$ cat config.mk
export PLATFORM = sky130hd
export DESIGN_NAME = operand_fetch_unit
export DESIGN_NICKNAME = d
export VERILOG_FILES = /design/src/rtl/operand_fetch_unit_pkg.sv /design/src/rtl/instr_field_decoder.sv /design/src/rtl/operand_fetch_unit.sv
export SDC_FILE = /design/constraint.sdc
export NUM_CORES = 1
export LEC_CHECK = 0
export CAP_MARGIN = 20
export CORE_MARGIN = 2
export CORE_UTILIZATION = 35
export CTS_CLUSTER_SIZE = 12
export DETAILED_ROUTE_END_ITERATION = 12
export PLACE_DENSITY = 0.73
export SLEW_MARGIN = 15
export SYNTH_ARGS = -nofsm -noshare
export SYNTH_HDL_FRONTEND = slang
export SYNTH_SLANG_ARGS = --single-unit
export TNS_END_PERCENT = 20
$ cat constraint.sdc
create_clock -name CLK -period 5.3 [get_ports CLK]
set_input_delay 0.53 -clock CLK [delete_from_list [all_inputs] [get_ports CLK]]
set_output_delay 0.53 -clock CLK [all_outputs]
set_load 0.01 [all_outputs]
$ cat src/rtl/operand_fetch_unit_pkg.sv
// Shared definitions for the operand fetch stage: datapath sizes, opcodes, FSM states.
// Pure package with no logic, no latency and no flow control.
package operand_fetch_unit_pkg;

    localparam int DATA_WIDTH           = 32;
    localparam int DATA_INDEX_LIMIT     = DATA_WIDTH - 1;
    localparam int REG_ADDR_INDEX_LIMIT = 4;

    localparam logic [5:0] OP_RTYPE = 6'h00;
    localparam logic [5:0] OP_JMP   = 6'h02;
    localparam logic [5:0] OP_JAL   = 6'h03;
    localparam logic [5:0] OP_PUSH  = 6'h1b;
    localparam logic [5:0] OP_POP   = 6'h1c;
    localparam logic [5:0] OP_ANDI  = 6'h0c;
    localparam logic [5:0] OP_ORI   = 6'h0d;

    typedef enum logic [1:0] {
        ST_IDLE = 2'd0,
        ST_RD   = 2'd1,
        ST_CAP  = 2'd2,
        ST_OUT  = 2'd3
    } state_t;

    typedef enum logic [1:0] {
        CLS_R = 2'd0,
        CLS_I = 2'd1,
        CLS_J = 2'd2
    } instr_class_t;

    function automatic instr_class_t classify(input logic [5:0] op);
        if (op == OP_RTYPE) return CLS_R;
        if (op == OP_JMP || op == OP_JAL || op == OP_PUSH || op == OP_POP) return CLS_J;
        return CLS_I;
    endfunction

endpackage

$ cat src/rtl/instr_field_decoder.sv
// Splits an instruction into fields, class, extended immediate and destination register.
// Purely combinational: zero latency, no flow control.
module instr_field_decoder
    import operand_fetch_unit_pkg::*;
(
    input  logic [31:0]  instr,
    output logic [5:0]   opcode,
    output logic [4:0]   rs,
    output logic [4:0]   rt,
    output logic [4:0]   shamt,
    output logic [5:0]   funct,
    output instr_class_t cls,
    output logic [31:0]  ext_imm,
    output logic [4:0]   dest
);

    logic [4:0]  rd;
    logic [15:0] imm;
    logic [25:0] addr;

    assign opcode = instr[31:26];
    assign rs     = instr[25:21];
    assign rt     = instr[20:16];
    assign rd     = instr[15:11];
    assign shamt  = instr[10:6];
    assign funct  = instr[5:0];
    assign imm    = instr[15:0];
    assign addr   = instr[25:0];

    // For J-type the "immediate" is the zero-extended jump target, which becomes OP2.
    always_comb begin
        cls     = classify(opcode);
        ext_imm = {{16{imm[15]}}, imm};
        dest    = rt;
        case (cls)
            CLS_R: begin
                ext_imm = '0;
                dest    = rd;
            end
            CLS_J: begin
                ext_imm = {6'b0, addr};
                dest    = (opcode == OP_JAL) ? 5'd31 : 5'd0;
            end
            default: begin
                if (opcode == OP_ANDI || opcode == OP_ORI) ext_imm = {16'b0, imm};
            end
        endcase
    end

endmodule

$ cat src/rtl/operand_fetch_unit.sv
// Decodes an instruction, reads its operands from the register file and owns the file's write port.
// R/I-type reach OUT 3 cycles after accept, J-type 1 cycle; OUT holds under backpressure, writebacks stall only in RD/CAP.
module operand_fetch_unit #(
    parameter int DATA_WIDTH     = 32,
    parameter int REG_ADDR_WIDTH = 5
) (
    input  logic                      CLK,
    input  logic                      RST,
    input  logic [31:0]               IN_INSTR,
    input  logic                      IN_VALID,
    output logic                      IN_READY,
    input  logic                      WB_VALID,
    output logic                      WB_READY,
    input  logic [REG_ADDR_WIDTH-1:0] WB_ADDR,
    input  logic [DATA_WIDTH-1:0]     WB_DATA,
    output logic                      READ,
    output logic                      WRITE,
    output logic [REG_ADDR_WIDTH-1:0] ADDR_R1,
    output logic [REG_ADDR_WIDTH-1:0] ADDR_R2,
    output logic [REG_ADDR_WIDTH-1:0] ADDR_W,
    output logic [DATA_WIDTH-1:0]     DATA_W,
    input  logic [DATA_WIDTH-1:0]     DATA_R1,
    input  logic [DATA_WIDTH-1:0]     DATA_R2,
    output logic                      OUT_VALID,
    input  logic                      OUT_READY,
    output logic [5:0]                OUT_OPCODE,
    output logic [5:0]                OUT_FUNCT,
    output logic [4:0]                OUT_SHAMT,
    output logic [DATA_WIDTH-1:0]     OUT_OP1,
    output logic [DATA_WIDTH-1:0]     OUT_OP2,
    output logic [REG_ADDR_WIDTH-1:0] OUT_DEST
);

    import operand_fetch_unit_pkg::*;

    state_t       state;
    logic [5:0]   dec_opcode;
    logic [5:0]   dec_funct;
    logic [4:0]   dec_rs;
    logic [4:0]   dec_rt;
    logic [4:0]   dec_shamt;
    logic [4:0]   dec_dest;
    instr_class_t dec_cls;
    logic [31:0]  dec_imm;

    logic [4:0]   rs_q;
    logic [4:0]   rt_q;
    logic         rtype_q;
    logic [31:0]  imm_q;
    logic         in_fire;
    logic         wb_fire;

    instr_field_decoder u_decoder (
        .instr   (IN_INSTR),
        .opcode  (dec_opcode),
        .rs      (dec_rs),
        .rt      (dec_rt),
        .shamt   (dec_shamt),
        .funct   (dec_funct),
        .cls     (dec_cls),
        .ext_imm (dec_imm),
        .dest    (dec_dest)
    );

    // Writeback has priority in IDLE; the register file cannot read and write in one cycle.
    assign IN_READY  = !RST && (state == ST_IDLE) && !WB_VALID;
    assign WB_READY  = !RST && ((state == ST_IDLE) || (state == ST_OUT));
    assign in_fire   = IN_VALID && IN_READY;
    assign wb_fire   = WB_VALID && WB_READY;

    assign WRITE     = wb_fire && (WB_ADDR != '0);
    assign ADDR_W    = WRITE ? WB_ADDR : '0;
    assign DATA_W    = WRITE ? WB_DATA : '0;

    assign READ      = (state == ST_RD);
    assign ADDR_R1   = READ ? rs_q : '0;
    assign ADDR_R2   = READ ? rt_q : '0;
    assign OUT_VALID = (state == ST_OUT);

    always_ff @(posedge CLK or posedge RST) begin
        if (RST) begin
            state      <= ST_IDLE;
            rs_q       <= '0;
            rt_q       <= '0;
            rtype_q    <= 1'b0;
            imm_q      <= '0;
            OUT_OPCODE <= '0;
            OUT_FUNCT  <= '0;
            OUT_SHAMT  <= '0;
            OUT_DEST   <= '0;
            OUT_OP1    <= '0;
            OUT_OP2    <= '0;
        end else begin
            case (state)
                ST_IDLE: begin
                    if (in_fire) begin
                        OUT_OPCODE <= dec_opcode;
                        OUT_FUNCT  <= dec_funct;
                        OUT_SHAMT  <= dec_shamt;
                        OUT_DEST   <= dec_dest;
                        rs_q       <= dec_rs;
                        rt_q       <= dec_rt;
                        rtype_q    <= (dec_cls == CLS_R);
                        imm_q      <= dec_imm;
                        if (dec_cls == CLS_J) begin
                            OUT_OP1 <= '0;
                            OUT_OP2 <= dec_imm;
                            state   <= ST_OUT;
                        end else begin
                            state   <= ST_RD;
                        end
                    end
                end
                ST_RD: state <= ST_CAP;
                ST_CAP: begin
                    // r0 reads as zero whatever the register file returns.
                    OUT_OP1 <= (rs_q == '0) ? '0 : DATA_R1;
                    OUT_OP2 <= rtype_q ? ((rt_q == '0) ? '0 : DATA_R2) : imm_q;
                    state   <= ST_OUT;
                end
                ST_OUT: begin
                    if (OUT_READY) state <= ST_IDLE;
                end
                default: state <= ST_IDLE;
            endcase
        end
    end

endmodule

==> impl_metrics.tcl, run 1 <==
set metrics [dict create \
    synth_cell_type_count 44 \
    hold_viol_final 0 \
    vias_per_cell 5.02 \
    cts_tree "done" \
    synthArstFlopShare_pct 100 \
    clockRootBuffer "clkbuf_16" \
    design_area_um2 9700 \
    finalWorstSetupSlack_ns 2.05 \
    min_period_ns 3.25 \
    cts.path.max_buffers 2 \
    combPwrFrac_pct 46.3 \
    std_cell_rows 48 \
    grt_usage_pct 21.4 \
    swShare_pct 36.4 \
    die_w_um 137 \
    p_leak_nw 4.13 \
    clk-insertion-delay-late_ns 0.41 \
    hp-class "reg2reg" \
    finalPower_mw 5.48 \
    dr.pass1.iters 5 \
    drv_cap 0 \
    ant_nets 0 \
    rrSetupSlack_ns 2.42 \
    ctsHtreeMaxLevel 4 \
    required_ns 4.77 \
    holdCritStartpoint "imm_q[30]$_DFFE_PP0P_" \
    crit_fanout 31 \
    power_density_nw_per_um2 565 \
    ys_ff_latch 126 \
    slowest_delay_ns 0.53 \
    worstMarginPinSlew_ns 1.04 \
    wl_mm 20.1 \
    dieArea_um2 18800 \
    insertedDiodeCount 0 \
    path_cells "inv_1 > ha_1 > nor2_1 > nand2_1 > a21oi_2 > buf_6 > and2_1 > clkdlybuf4s50_1" \
    switching_power_mw 2.00 \
    route.vias.total 5833 \
    avgSynthCellArea_um2 9.21 \
    setup_viol 0 \
    nets 1068 \
    dp_slack_ns 1.82 \
    slew_violations 0 \
    final_common_cell "clkdlybuf4s50_1" \
    critPathKind "reg2out" \
    final_cell_mix "clkdlybuf4s50_1, nand2_1, dfrtp_1" \
    r2r_start "rtype_q$_DFFE_PP0P_" \
    avgRoutedWirePerCell_um 17.3 \
    synth_seq_area_share_pct 51.0 \
    fp.coreArea_um2 17300 \
    outcome "complete, no violations" \
    drive_above_1_share_pct 11.3 \
    initial_core_util_pct 35.8 \
    cts_setup_buffers 0 \
    worstPathBufferInverterCount 3 \
    syn_nets 814 \
    synthFlopType "dfrtp_1" \
    port-buffer-count 275 \
    fmax_mhz 307 \
    rsz0062_at_grt "no" \
    pin_count 276 \
    fin_worst_skew_ns 0.00815 \
    clock-sinks 126 \
    grt_pass1_vias 5870 \
    relSlewSlack_pct 30.4 \
    cts-resized-gates 0 \
    fin_setup_tns_ns 0 \
    critPathTopFamily "buffers and inverters" \
    antenna_found_initial 0 \
    grt_first_pass_wirelength_mm 30.7 \
    end_kind "primary output" \
    start_kind "flip-flop" \
    fin_crit_sh_pct 61.4 \
    grt_overflow 0 \
    hold_buffers 0 \
    p_int_mw 3.49 \
    synth_area_um2 6190 \
    place_area_um2 9060 \
    syn2layout_area_growth_pct 56.8 \
    ir_drop_mv 0.416 \
    hold_slack_ns 0.476 \
    gp_congestion 0.832 \
    synth_warnings 0 \
    clockPowerShare_pct 22.5 \
    cts.clk_slew.worst_paths_ns 0.06 \
    syn_inst 672 \
    cts_buffers 17 \
    crit_start "state[0]$_DFFE_PP0P_" \
    drtIter0Drc 374 \
    hpwl_mm 14.2 \
    synth-edff-count 0 \
    worstPathArrival_ns 2.72 \
    die-height_um 137 \
    drc 0 \
    grt_max_degree 129 \
    slowest_stage "clkdlybuf4s50_1" \
    seqPwrFrac_pct 31.1 \
]
## worst paths after layout
kind | endpoint | depth (start not counted)
min in group asynchronous | rs_q[1]$_DFFE_PP0P_ | 2
worst min-delay path | imm_q[30]$_DFFE_PP0P_ | 2
worst min register to register | imm_q[30]$_DFFE_PP0P_ | 2
max in group asynchronous | imm_q[13]$_DFFE_PP0P_ | 3
worst max register to register | OUT_OP2[13]$_DFFE_PP0P_ | 5
worst max-delay path | DATA_W[22] | 8
## sequential cells by signal, summed over array words and instances, names as in the netlist, 5 cells and up
| register | count |
|---|---|
| OUT_DEST | 5 |
| OUT_FUNCT | 6 |
| OUT_OP1 | 32 |
| OUT_OP2 | 32 |
| OUT_OPCODE | 6 |
| OUT_SHAMT | 5 |
| imm_q | 27 |
| rs_q | 5 |
| rt_q | 5 |
## power groups by stage
stage	clock network, mW	registers, mW	logic, mW
6_report	1.23	1.71	2.54
5_1_grt	1.30	1.76	2.79
4_1_cts	1.26	1.71	2.57
3_5_place_dp	0	1.72	2.56
3_3_place_gp	0	1.70	2.52
2_1_floorplan	0	1.83	1.25
## synth_stat cells (2+ instances only)
library cell	count	area share, %
a221oi_1	26	3.7
o31ai_2	32	6.5
buf_6	7	1.3
nand2_2	20	2.0
nor2b_1	2	0.20
nor2_1	20	1.2
o21ai_1	16	1.3
buf_1	5	0.30
nor3_1	4	0.32
ha_1	4	0.81
clkinv_1	2	0.12
dfrtp_1	126	51
clkbuf_1	26	1.6
and2_1	45	4.5
o22a_1	2	0.28
a21oi_1	50	4.0
inv_1	6	0.36
o31ai_1	2	0.24
and3_1	3	0.30
buf_2	10	0.81
nand3_1	16	1.3
o21a_1	2	0.24
o21ai_0	19	1.5
nand2_1	203	12
nand4bb_1	2	0.36
a2bb2oi_1	4	0.57
## layout make-up
class                      instances  area [µm²]
fill                            1573        7600
sequential                       126        3150
timing repair buffer             285        2840
multi-input combinational        488        2760
clock buffer                      18         439
tap                              225         282
clock inverter                    13         189
inverter                           8        32.5
## routing by layer
| metal | global-route usage, % | vias up | part of all wire (%) |
|---|---|---|---|
| met5 | 0 | - | 0 |
| met4 | 7.85 | 0 | 2.4 |
| met3 | 7.15 | 33 | 8.3 |
| met2 | 34.8 | 274 | 48 |
| met1 | 26.3 | 2731 | 42 |
| li1 | - | 2795 | - |
## worst reg2reg max path, cell delays in order (launching register included)
cell      delay, ns
dfrtp_1        0.36
clkinv_1       0.72
a21oi_2        0.90
buf_4          0.40
a221oi_1       0.14
o31ai_2        0.27
## through the flow
| step | util [%] | cells |
|---|---|---|
| after global placement | 52.4 | 1131 |
| after detailed placement | 52.4 | 1131 |
| after CTS | 56.0 | 1162 |
| after global routing | 56.1 | 1163 |
| final | 56.1 | 1163 |
| after floorplan | - | 672 |
## logic make-up after synthesis
kind of cell	count (synthesis)	share of synthesized area, %
AOI/OAI and AO/OA	160	19.6
adders and majority gates	4	0.809
buffers and inverters	58	4.81
and+or+nand+nor	324	23.8
DFF	126	51.0
Power figures use the tool's default switching activity.
==> run 2: changes to the inputs <==
Clock period 5.3 ns to 3.25 ns, I/O delays scaled along.
==> impl_metrics.tcl, run 2 (synthesis gave the netlist of run 1 again) <==
set metrics [dict create \
    outcome "complete, no violations" \
    design_area_um2 9740 \
    switching_power_mw 3.30 \
    ir_drop_mv 0.452 \
    fin_worst_skew_ns 0.00701 \
    wl_mm 20.4 \
    p_leak_nw 4.14 \
    fp.coreArea_um2 17300 \
    die-height_um 137 \
    initial_core_util_pct 35.8 \
    clock-sinks 126 \
    required_ns 2.92 \
    cts_tree "done" \
    p_int_mw 5.56 \
    cts-resized-gates 0 \
    fin_setup_tns_ns 0 \
    clockPowerShare_pct 21.3 \
    finalWorstSetupSlack_ns 0.292 \
    swShare_pct 37.2 \
    dr.pass1.iters 5 \
    num-fill-cells 1580 \
    clk-insertion-delay-late_ns 0.41 \
    rsz0062_at_grt "no" \
    slew_violations 0 \
    reg_top3 "OUT_OP1 (32), OUT_OP2 (32), imm_q (27)" \
    antenna_found_initial 0 \
    grt_usage_pct 21.5 \
    place_area_um2 9150 \
    insertedDiodeCount 0 \
    fmax_mhz 338 \
    drc 0 \
    syn2layout_area_growth_pct 57.4 \
    relSlewSlack_pct 50.6 \
    critPathKind "reg2out" \
    cts.path.max_buffers 2 \
    hold_buffers 0 \
    drive_above_1_share_pct 11.9 \
    die_w_um 137 \
    worstMarginPinSlew_ns 0.739 \
    cts_setup_buffers 0 \
    cts.clk_slew.worst_paths_ns 0.06 \
    worstPathArrival_ns 2.63 \
    hold_viol_final 0 \
    crit_fanout 35 \
    clockRootBuffer "clkbuf_16" \
    grt_max_degree 67 \
    std_cell_rows 48 \
    final_cell_mix "clkdlybuf4s50_1, nand2_1, dfrtp_1" \
    setup_viol 0 \
    drv_cap 0 \
    vias_per_cell 4.98 \
    final_core_util_pct 56.3 \
    end_kind "primary output" \
    cts_buffers 17 \
    drtIter0Drc 297 \
    grt_overflow 0 \
    ctsHtreeMaxLevel 4 \
    port-buffer-count 275 \
    combPwrFrac_pct 47.1 \
    hp-class "in2reg" \
    grt_first_pass_wirelength_mm 31.0 \
    hpwl_mm 14.8 \
    ant_nets 0 \
    start_kind "flip-flop" \
    power_density_nw_per_um2 910 \
    grt_pass1_vias 5726 \
    route.vias.total 5828 \
    gp_congestion 0.820 \
    final_common_cell "clkdlybuf4s50_1" \
    dp_slack_ns 0.633 \
    dieArea_um2 18800 \
    fin_crit_sh_pct 91.0 \
    hold_slack_ns 0.448 \
    pin_count 276 \
    nets 1074 \
    avgRoutedWirePerCell_um 17.5 \
    min_period_ns 2.96 \
    seqPwrFrac_pct 31.5 \
]
==> run 2: metal layers <==
metal | up-vias | global-route usage (%) | share of wire [%]
li1 | 2813 | - | -
met1 | 2728 | 27.0 | 42
met2 | 260 | 36.0 | 48
met3 | 27 | 5.81 | 8.0
met4 | 0 | 6.82 | 2.1
met5 | - | 0 | 0
==> run 2: worst max-delay path: stages (launching register included) <==
cell and delay (ns):
dfrtp_1 0.40, inv_1 0.08, ha_1 0.31, nor2_1 0.24, nand2_1 0.10, a21oi_2 0.11, buf_4 0.27, and2_1 0.17
clkdlybuf4s50_1 0.53
==> run 2: power by group through the flow <==
| stage | clock [mW] | sequential (mW) | combinational [mW] |
|---|---|---|---|
| after global placement | 0 | 2.78 | 4.15 |
| after floorplan | 0 | 2.99 | 2.04 |
| after detailed placement | 0 | 2.82 | 4.21 |
| after global routing | 1.99 | 2.88 | 4.58 |
| final | 1.89 | 2.80 | 4.18 |
| after CTS | 1.92 | 2.80 | 4.22 |
==> run 2: final timing paths <==
| check | from | endpoint | slack (ns) | depth (start not counted) |
|---|---|---|---|---|
| worst max-delay path | state[0]$_DFFE_PP0P_ | ADDR_W[1] | 0.29 | 8 |
| worst min-delay path | DATA_R1[16] | OUT_OP1[16]$_DFFE_PP0P_ | 0.45 | 3 |
| worst max register to register | state[1]$_DFFE_PP0P_ | OUT_OP2[6]$_DFFE_PP0P_ | 1.01 | 7 |
| worst min register to register | imm_q[30]$_DFFE_PP0P_ | imm_q[30]$_DFFE_PP0P_ | 0.47 | 2 |
| max in group asynchronous | RST | OUT_OP1[6]$_DFFE_PP0P_ | 2.06 | 3 |
| min in group asynchronous | RST | rs_q[4]$_DFFE_PP0P_ | 0.47 | 2 |
==> run 2: layout make-up <==
class / count / area [µm²] / area share [%]
multi-input cells: 488 / 2760 / 28.3
clock buffers: 18 / 429 / 4.41
flip-flops and latches: 126 / 3150 / 32.4
well taps: 225 / 282 / 2.89
clock inverters: 14 / 159 / 1.63
repair buffers: 291 / 2920 / 30.0
inverters: 8 / 33.8 / 0.347
==> run 2: through the flow <==
step | power (mW) | instances
2_1_floorplan | 5.02 | 672
3_3_place_gp | 6.94 | 1138
3_5_place_dp | 7.03 | 1138
4_1_cts | 8.95 | 1170
5_1_grt | 9.45 | 1170
6_report | 8.86 | 1170
==> run 3: changes to the inputs <==
Settings changed: TNS_END_PERCENT 20 to 100.
==> results of run 3 <==
Same layout as run 2: the final DEF is identical, and so are final timing and power.
